## config.mk

```make
export PLATFORM = sky130hd
export DESIGN_NAME = multicycle_control
export DESIGN_NICKNAME = d
export VERILOG_FILES = /design/src/rtl/multicycle_pkg.sv /design/src/rtl/control_word_decode.sv /design/src/rtl/multicycle_control.sv
export SDC_FILE = /design/constraint.sdc
export NUM_CORES = 1
export LEC_CHECK = 0
export BUFFER_PORTS_ARGS = -buffer_cell sky130_fd_sc_hd__buf_2
export CORE_UTILIZATION = 40
export CTS_CLUSTER_SIZE = 10
export DETAILED_ROUTE_END_ITERATION = 10
export GPL_TIMING_DRIVEN = 1
export MAX_ROUTING_LAYER = met4
export PLACE_DENSITY_LB_ADDON = 0.05
export SYNTH_ARGS = -nofsm -noshare
export SYNTH_HDL_FRONTEND = slang
export SYNTH_SLANG_ARGS = --single-unit
```

## constraint.sdc

```tcl
create_clock -name clk -period 2.7 [get_ports clk]
set_input_delay 0.405 -clock clk [delete_from_list [all_inputs] [get_ports clk]]
set_output_delay 0.405 -clock clk [all_outputs]
set_load 0.03 [all_outputs]
```

## src/rtl/multicycle_pkg.sv

```systemverilog
// Shared types and encodings for the multicycle control FSM and its control-word decoder.
package multicycle_pkg;

    typedef enum logic [3:0] {
        IDLE   = 4'd0,
        FETCH  = 4'd1,
        DECODE = 4'd2,
        MEMADR = 4'd3,
        MEMRD  = 4'd4,
        MEMWB  = 4'd5,
        MEMWR  = 4'd6,
        REXEC  = 4'd7,
        RWB    = 4'd8,
        IEXEC  = 4'd9,
        IWB    = 4'd10,
        BRANCH = 4'd11,
        JUMP   = 4'd12,
        TRAP   = 4'd13
    } state_t;

    localparam logic [5:0] OP_R    = 6'b000000;
    localparam logic [5:0] OP_LW   = 6'b100011;
    localparam logic [5:0] OP_SW   = 6'b101011;
    localparam logic [5:0] OP_BEQ  = 6'b000100;
    localparam logic [5:0] OP_J    = 6'b000010;
    localparam logic [5:0] OP_ADDI = 6'b110001;
    localparam logic [5:0] OP_ANDI = 6'b110000;

    localparam logic [1:0] ALU_ADD   = 2'b00;
    localparam logic [1:0] ALU_SUB   = 2'b01;
    localparam logic [1:0] ALU_RTYPE = 2'b10;
    localparam logic [1:0] ALU_ITYPE = 2'b11;

    localparam logic [1:0] SRCB_REGB    = 2'b00;
    localparam logic [1:0] SRCB_FOUR    = 2'b01;
    localparam logic [1:0] SRCB_IMM     = 2'b10;
    localparam logic [1:0] SRCB_IMM_SH2 = 2'b11;

    localparam logic [1:0] PCSRC_ALU    = 2'b00;
    localparam logic [1:0] PCSRC_ALUOUT = 2'b01;
    localparam logic [1:0] PCSRC_JUMP   = 2'b10;

    typedef struct packed {
        logic [1:0] alu_op;
        logic       pc_write;
        logic       pc_write_cond;
        logic [1:0] pc_source;
        logic       iord;
        logic       mem_read;
        logic       mem_write;
        logic       ir_write;
        logic       alu_src_a;
        logic [1:0] alu_src_b;
        logic       reg_dst;
        logic       mem_to_reg;
        logic       reg_write;
    } ctrl_t;

    localparam ctrl_t CTRL_NONE = ctrl_t'(16'h0000);

endpackage

```

## src/rtl/control_word_decode.sv

```systemverilog
// Moore map from FSM state to datapath control word; FETCH strobes PC/IR on the MemReady handshake.
module control_word_decode
    import multicycle_pkg::*;
(
    input  state_t state,
    input  logic   mem_ready,
    output ctrl_t  ctrl
);

    // State to control-word table; IDLE, TRAP and unknown states drive every strobe low
    always_comb begin
        ctrl = CTRL_NONE;
        case (state)
            FETCH: begin
                ctrl.mem_read  = 1'b1;
                ctrl.alu_src_b = SRCB_FOUR;
                ctrl.alu_op    = ALU_ADD;
                ctrl.pc_write  = mem_ready;
                ctrl.ir_write  = mem_ready;
            end
            DECODE: begin
                ctrl.alu_src_b = SRCB_IMM_SH2;
                ctrl.alu_op    = ALU_ADD;
            end
            MEMADR: begin
                ctrl.alu_src_a = 1'b1;
                ctrl.alu_src_b = SRCB_IMM;
                ctrl.alu_op    = ALU_ADD;
            end
            MEMRD: begin
                ctrl.mem_read = 1'b1;
                ctrl.iord     = 1'b1;
            end
            MEMWB: begin
                ctrl.mem_to_reg = 1'b1;
                ctrl.reg_write  = 1'b1;
            end
            MEMWR: begin
                ctrl.mem_write = 1'b1;
                ctrl.iord      = 1'b1;
            end
            REXEC: begin
                ctrl.alu_src_a = 1'b1;
                ctrl.alu_src_b = SRCB_REGB;
                ctrl.alu_op    = ALU_RTYPE;
            end
            RWB: begin
                ctrl.reg_dst   = 1'b1;
                ctrl.reg_write = 1'b1;
            end
            IEXEC: begin
                ctrl.alu_src_a = 1'b1;
                ctrl.alu_src_b = SRCB_IMM;
                ctrl.alu_op    = ALU_ITYPE;
            end
            IWB: begin
                ctrl.reg_write = 1'b1;
            end
            BRANCH: begin
                ctrl.alu_src_a     = 1'b1;
                ctrl.alu_src_b     = SRCB_REGB;
                ctrl.alu_op        = ALU_SUB;
                ctrl.pc_write_cond = 1'b1;
                ctrl.pc_source     = PCSRC_ALUOUT;
            end
            JUMP: begin
                ctrl.pc_write  = 1'b1;
                ctrl.pc_source = PCSRC_JUMP;
            end
            default: begin
                ctrl = CTRL_NONE;
            end
        endcase
    end

endmodule

```

## src/rtl/multicycle_control.sv

```systemverilog
// Multicycle control FSM: state register, next-state logic, retired-fetch counter and trap flag.
// Define ILLEGAL_OP_TRAP_EN to trap unlisted opcodes in a sticky TRAP state instead of treating them as NOPs.
module multicycle_control
    import multicycle_pkg::*;
#(
    parameter int CNT_W = 16
) (
    input  logic             clk,
    input  logic             reset_n,
    input  logic [5:0]       OpCode,
    input  logic             MemReady,
    input  logic             Zero,
    output logic [1:0]       ALUOp,
    output logic             PCWrite,
    output logic             PCWriteCond,
    output logic [1:0]       PCSource,
    output logic             IorD,
    output logic             MemRead,
    output logic             MemWrite,
    output logic             IRWrite,
    output logic             ALUSrcA,
    output logic [1:0]       ALUSrcB,
    output logic             RegDst,
    output logic             MemToReg,
    output logic             RegWrite,
    output logic [CNT_W-1:0] InstrCount,
    output logic             IllegalOp
);

    localparam logic [CNT_W-1:0] CNT_ONE = {{(CNT_W-1){1'b0}}, 1'b1};

    state_t           state_r;
    logic [CNT_W-1:0] instr_count_r;
    ctrl_t            ctrl_s;
    // Zero is consumed outside this block (gated with PCWriteCond)
    logic             unused_zero_s;

    assign unused_zero_s = Zero;

`ifdef ILLEGAL_OP_TRAP_EN
    logic illegal_op_r;
    assign IllegalOp = illegal_op_r;
`else
    assign IllegalOp = 1'b0;
`endif

    // State sequencing, retired-fetch count and sticky illegal-opcode flag
    always_ff @(posedge clk) begin
        if (!reset_n) begin
            state_r       <= IDLE;
            instr_count_r <= {CNT_W{1'b0}};
`ifdef ILLEGAL_OP_TRAP_EN
            illegal_op_r  <= 1'b0;
`endif
        end else begin
            case (state_r)
                IDLE:   state_r <= FETCH;
                FETCH: begin
                    if (MemReady) begin
                        state_r       <= DECODE;
                        instr_count_r <= instr_count_r + CNT_ONE;
                    end
                end
                DECODE: begin
                    case (OpCode)
                        OP_LW, OP_SW:     state_r <= MEMADR;
                        OP_R:             state_r <= REXEC;
                        OP_ADDI, OP_ANDI: state_r <= IEXEC;
                        OP_BEQ:           state_r <= BRANCH;
                        OP_J:             state_r <= JUMP;
                        default: begin
`ifdef ILLEGAL_OP_TRAP_EN
                            state_r      <= TRAP;
                            illegal_op_r <= 1'b1;
`else
                            state_r      <= FETCH;
`endif
                        end
                    endcase
                end
                MEMADR: state_r <= (OpCode == OP_SW) ? MEMWR : MEMRD;
                MEMRD:  state_r <= MemReady ? MEMWB : MEMRD;
                MEMWR:  state_r <= MemReady ? FETCH : MEMWR;
                MEMWB, RWB, IWB, BRANCH, JUMP: state_r <= FETCH;
                REXEC:  state_r <= RWB;
                IEXEC:  state_r <= IWB;
`ifdef ILLEGAL_OP_TRAP_EN
                TRAP:   state_r <= TRAP;
`endif
                default: state_r <= IDLE;
            endcase
        end
    end

    control_word_decode u_decode (
        .state     (state_r),
        .mem_ready (MemReady),
        .ctrl      (ctrl_s)
    );

    assign ALUOp       = ctrl_s.alu_op;
    assign PCWrite     = ctrl_s.pc_write;
    assign PCWriteCond = ctrl_s.pc_write_cond;
    assign PCSource    = ctrl_s.pc_source;
    assign IorD        = ctrl_s.iord;
    assign MemRead     = ctrl_s.mem_read;
    assign MemWrite    = ctrl_s.mem_write;
    assign IRWrite     = ctrl_s.ir_write;
    assign ALUSrcA     = ctrl_s.alu_src_a;
    assign ALUSrcB     = ctrl_s.alu_src_b;
    assign RegDst      = ctrl_s.reg_dst;
    assign MemToReg    = ctrl_s.mem_to_reg;
    assign RegWrite    = ctrl_s.reg_write;
    assign InstrCount  = instr_count_r;

endmodule

```

==> results.ini <==
[status]
status=finished, violations left
violations=DRC

[logic_synthesis]
netlist_area_sq_um=1230
synth.ff_latch_count=20
yosys_warnings=0
synthArstFlopShare=0
syn_inst=159
synth-edff-count=0
yosysSeqAreaShare=0.326
ys.flop_type=dfxtp_1
syn_area_per_cell_sq_um=7.72
ys_types=42
synth_fp_nets=170

[setup_path]
cp_cell_sequence=buf_4 > nor4b_2 > buf_4 > nand2_1 > o21ai_0 > buf_2
startpoint=state_r[0]
cp_slowest_cell=dfxtp_1
r2r-start=state_r[1]
worst_ep_required_time_ns=2.30
path_class=flip-flop to output port
crit_fanout=10
critPathCaptureType=output port
max_stage_delay_ns=0.51
arrival_ns=1.83
crit_path_frequent_cell=buf_4
cp-start-kind=flip-flop

[floorplan]
die_area_sq_um=3290
fp.dieW_um=57.4
core-area_sq_um=2830
ios=43
start_util=0.434
rows=19
die_y_um=57.4

[detailed_routing]
ant_nets=0
viasPerCell=5.56
drc=2
finalWirelength_mm=2.84
wire_per_inst_um=12.5
dr.pass1.iters=7
num_vias=1262
dr.first_iter.drc_count=59

[hold_path]
min_path_type=primary input to flip-flop
hold_start=reset_n

[timing]
hold_viol=0
finalSetupViolations=0
tightest_slew_ns=0.571
rsz0062_at_grt=no
max_clock_freq_ghz=0.448
slew_headroom=0.619
period_needed_ns=2.23
tns_ns=0
period_share=0.826
maxSlewViolCount=0
clock_skew_ns=0.0118
finalWorstSetupSlack_ns=0.469

[clock_network]
clk_pin_slew_worst_paths_ns=0.11
cts_root_buf=clkbuf_4
post_cts_buffers=0
cts_buffer_depth=2
cts_buffers=3
clkSinkCount=20
cts-resized-gates=0
clkLatencyLatePin_ns=0.31
htree_levels=1
cts_tree=yes
cts_hold_buf=0

[power]
leakage_uw=0.000674
power.density_nw_per_um2=468
ir_worst_vdd_mv=0.368

[layout]
multi_input_area_sq_um=757
area_growth_pct=21.4
regArea_sq_um=400
n_antenna_cell=0
num-fill-cells=300
layoutNonFillerInstCount=227
drive_above_1_share=0.260
nNetsFinal=208
final_area_sq_um=1490

[job]
cap_violations=0

[global_routing]
overflow=0
grt_use_total=0.187
antenna_found_initial=0
grt_pass1_wl_mm=4.82
grt_pass1_vias=1108
grt_max_degree=18

[placement]
dp_cells=223
dpl_cell_area_sq_um=1440
dp_hpwl_mm=2.13
routabilityCongestion=0.756
port-buffer-count=40
dp_slack_ns=0.527

## layout by cell type (no fill, tap or decap), types with 4 or more instances in the layout
cell / count
buf_2: 40
dfxtp_1: 20
nand2_1: 15
nor2_1: 15
a21oi_1: 12
o21ai_0: 8
nand3_1: 7
nand2b_1: 6
inv_1: 5
or3_1: 5
xor2_1: 5
nor3_1: 4
or4_1: 4
## stage by stage
| step | total power (uW) | utilization | hold WS, ns |
|---|---|---|---|
| floorplan | 421 | - | 0.533 |
| CTS | 705 | 0.527 | 0.381 |
| global route | 725 | 0.527 | 0.390 |
| global placement | 454 | 0.508 | 0.476 |
| detailed placement | 457 | 0.508 | 0.486 |
| finish | 698 | 0.527 | 0.391 |
## worst max-delay path, delay by kind of cell (launching register included)
kind                   cells  cell delay, ns
buffers and inverters      3            0.62
flip-flops                 1            0.51
AND/OR/NAND/NOR            2            0.31
AO/OA/AOI/OAI              1            0.10
## report_power, final
group          total, uW  switching [uW]  internal, uW
Sequential           319            17.4           301
Combinational        132            81.7          50.1
Clock                247            97.1           150
## cell type report
type                            instances  area share
Timing Repair Buffer                   43       0.149
Tap cell                               31      0.0260
Clock buffer                            3      0.0151
Inverter                                5      0.0126
Sequential cell                        20       0.269
Multi-Input combinational cell        124       0.508
Clock inverter                          1      0.0202
## synth_stat cells (5+ instances only)
cell      count  area share
a21oi_1      12       0.049
o21ai_0       8       0.033
nor2_1       15       0.046
xor2_1        5       0.036
dfxtp_1      20        0.33
nand2b_1      6       0.031
clkbuf_1      6       0.018
inv_1         5       0.015
nand2_1      15       0.046
or3_1         5       0.025
nand3_1       7       0.029
## path summary, 6_finish.rpt
kind,endpoint,slack [ns],depth (start not counted)
hold / removal,state_r[0],0.39,2
setup / recovery,PCWrite,0.47,6
hold reg to reg,InstrCount[10],0.50,2
setup reg to reg,InstrCount[14],0.51,4
## sequential cells by signal, indices dropped and copies added, names as in the netlist
name / flops
InstrCount: 16
state_r: 4
## routing by layer
metal	global-route usage	vias up	part of all wire
met5	-	-	0
met4	0.0209	0	0.0042
met3	0.0408	2	0.056
met2	0.316	35	0.47
met1	0.235	579	0.47
li1	-	646	-
## kinds of logic (layout without fill, tap and decap cells)
family / Yosys count / in the layout / share of synthesized area
compound gates: 35 / 35 / 0.178
xor+xnor: 8 / 8 / 0.0571
fa+ha+maj: 1 / 1 / 0.0102
buf+inv: 15 / 52 / 0.0571
flops: 20 / 20 / 0.326
mux: 2 / 2 / 0.0173
other cells: 1 / 1 / 0.00306
simple gates: 77 / 77 / 0.351
Note: power is estimated with default switching activity, not from simulation.
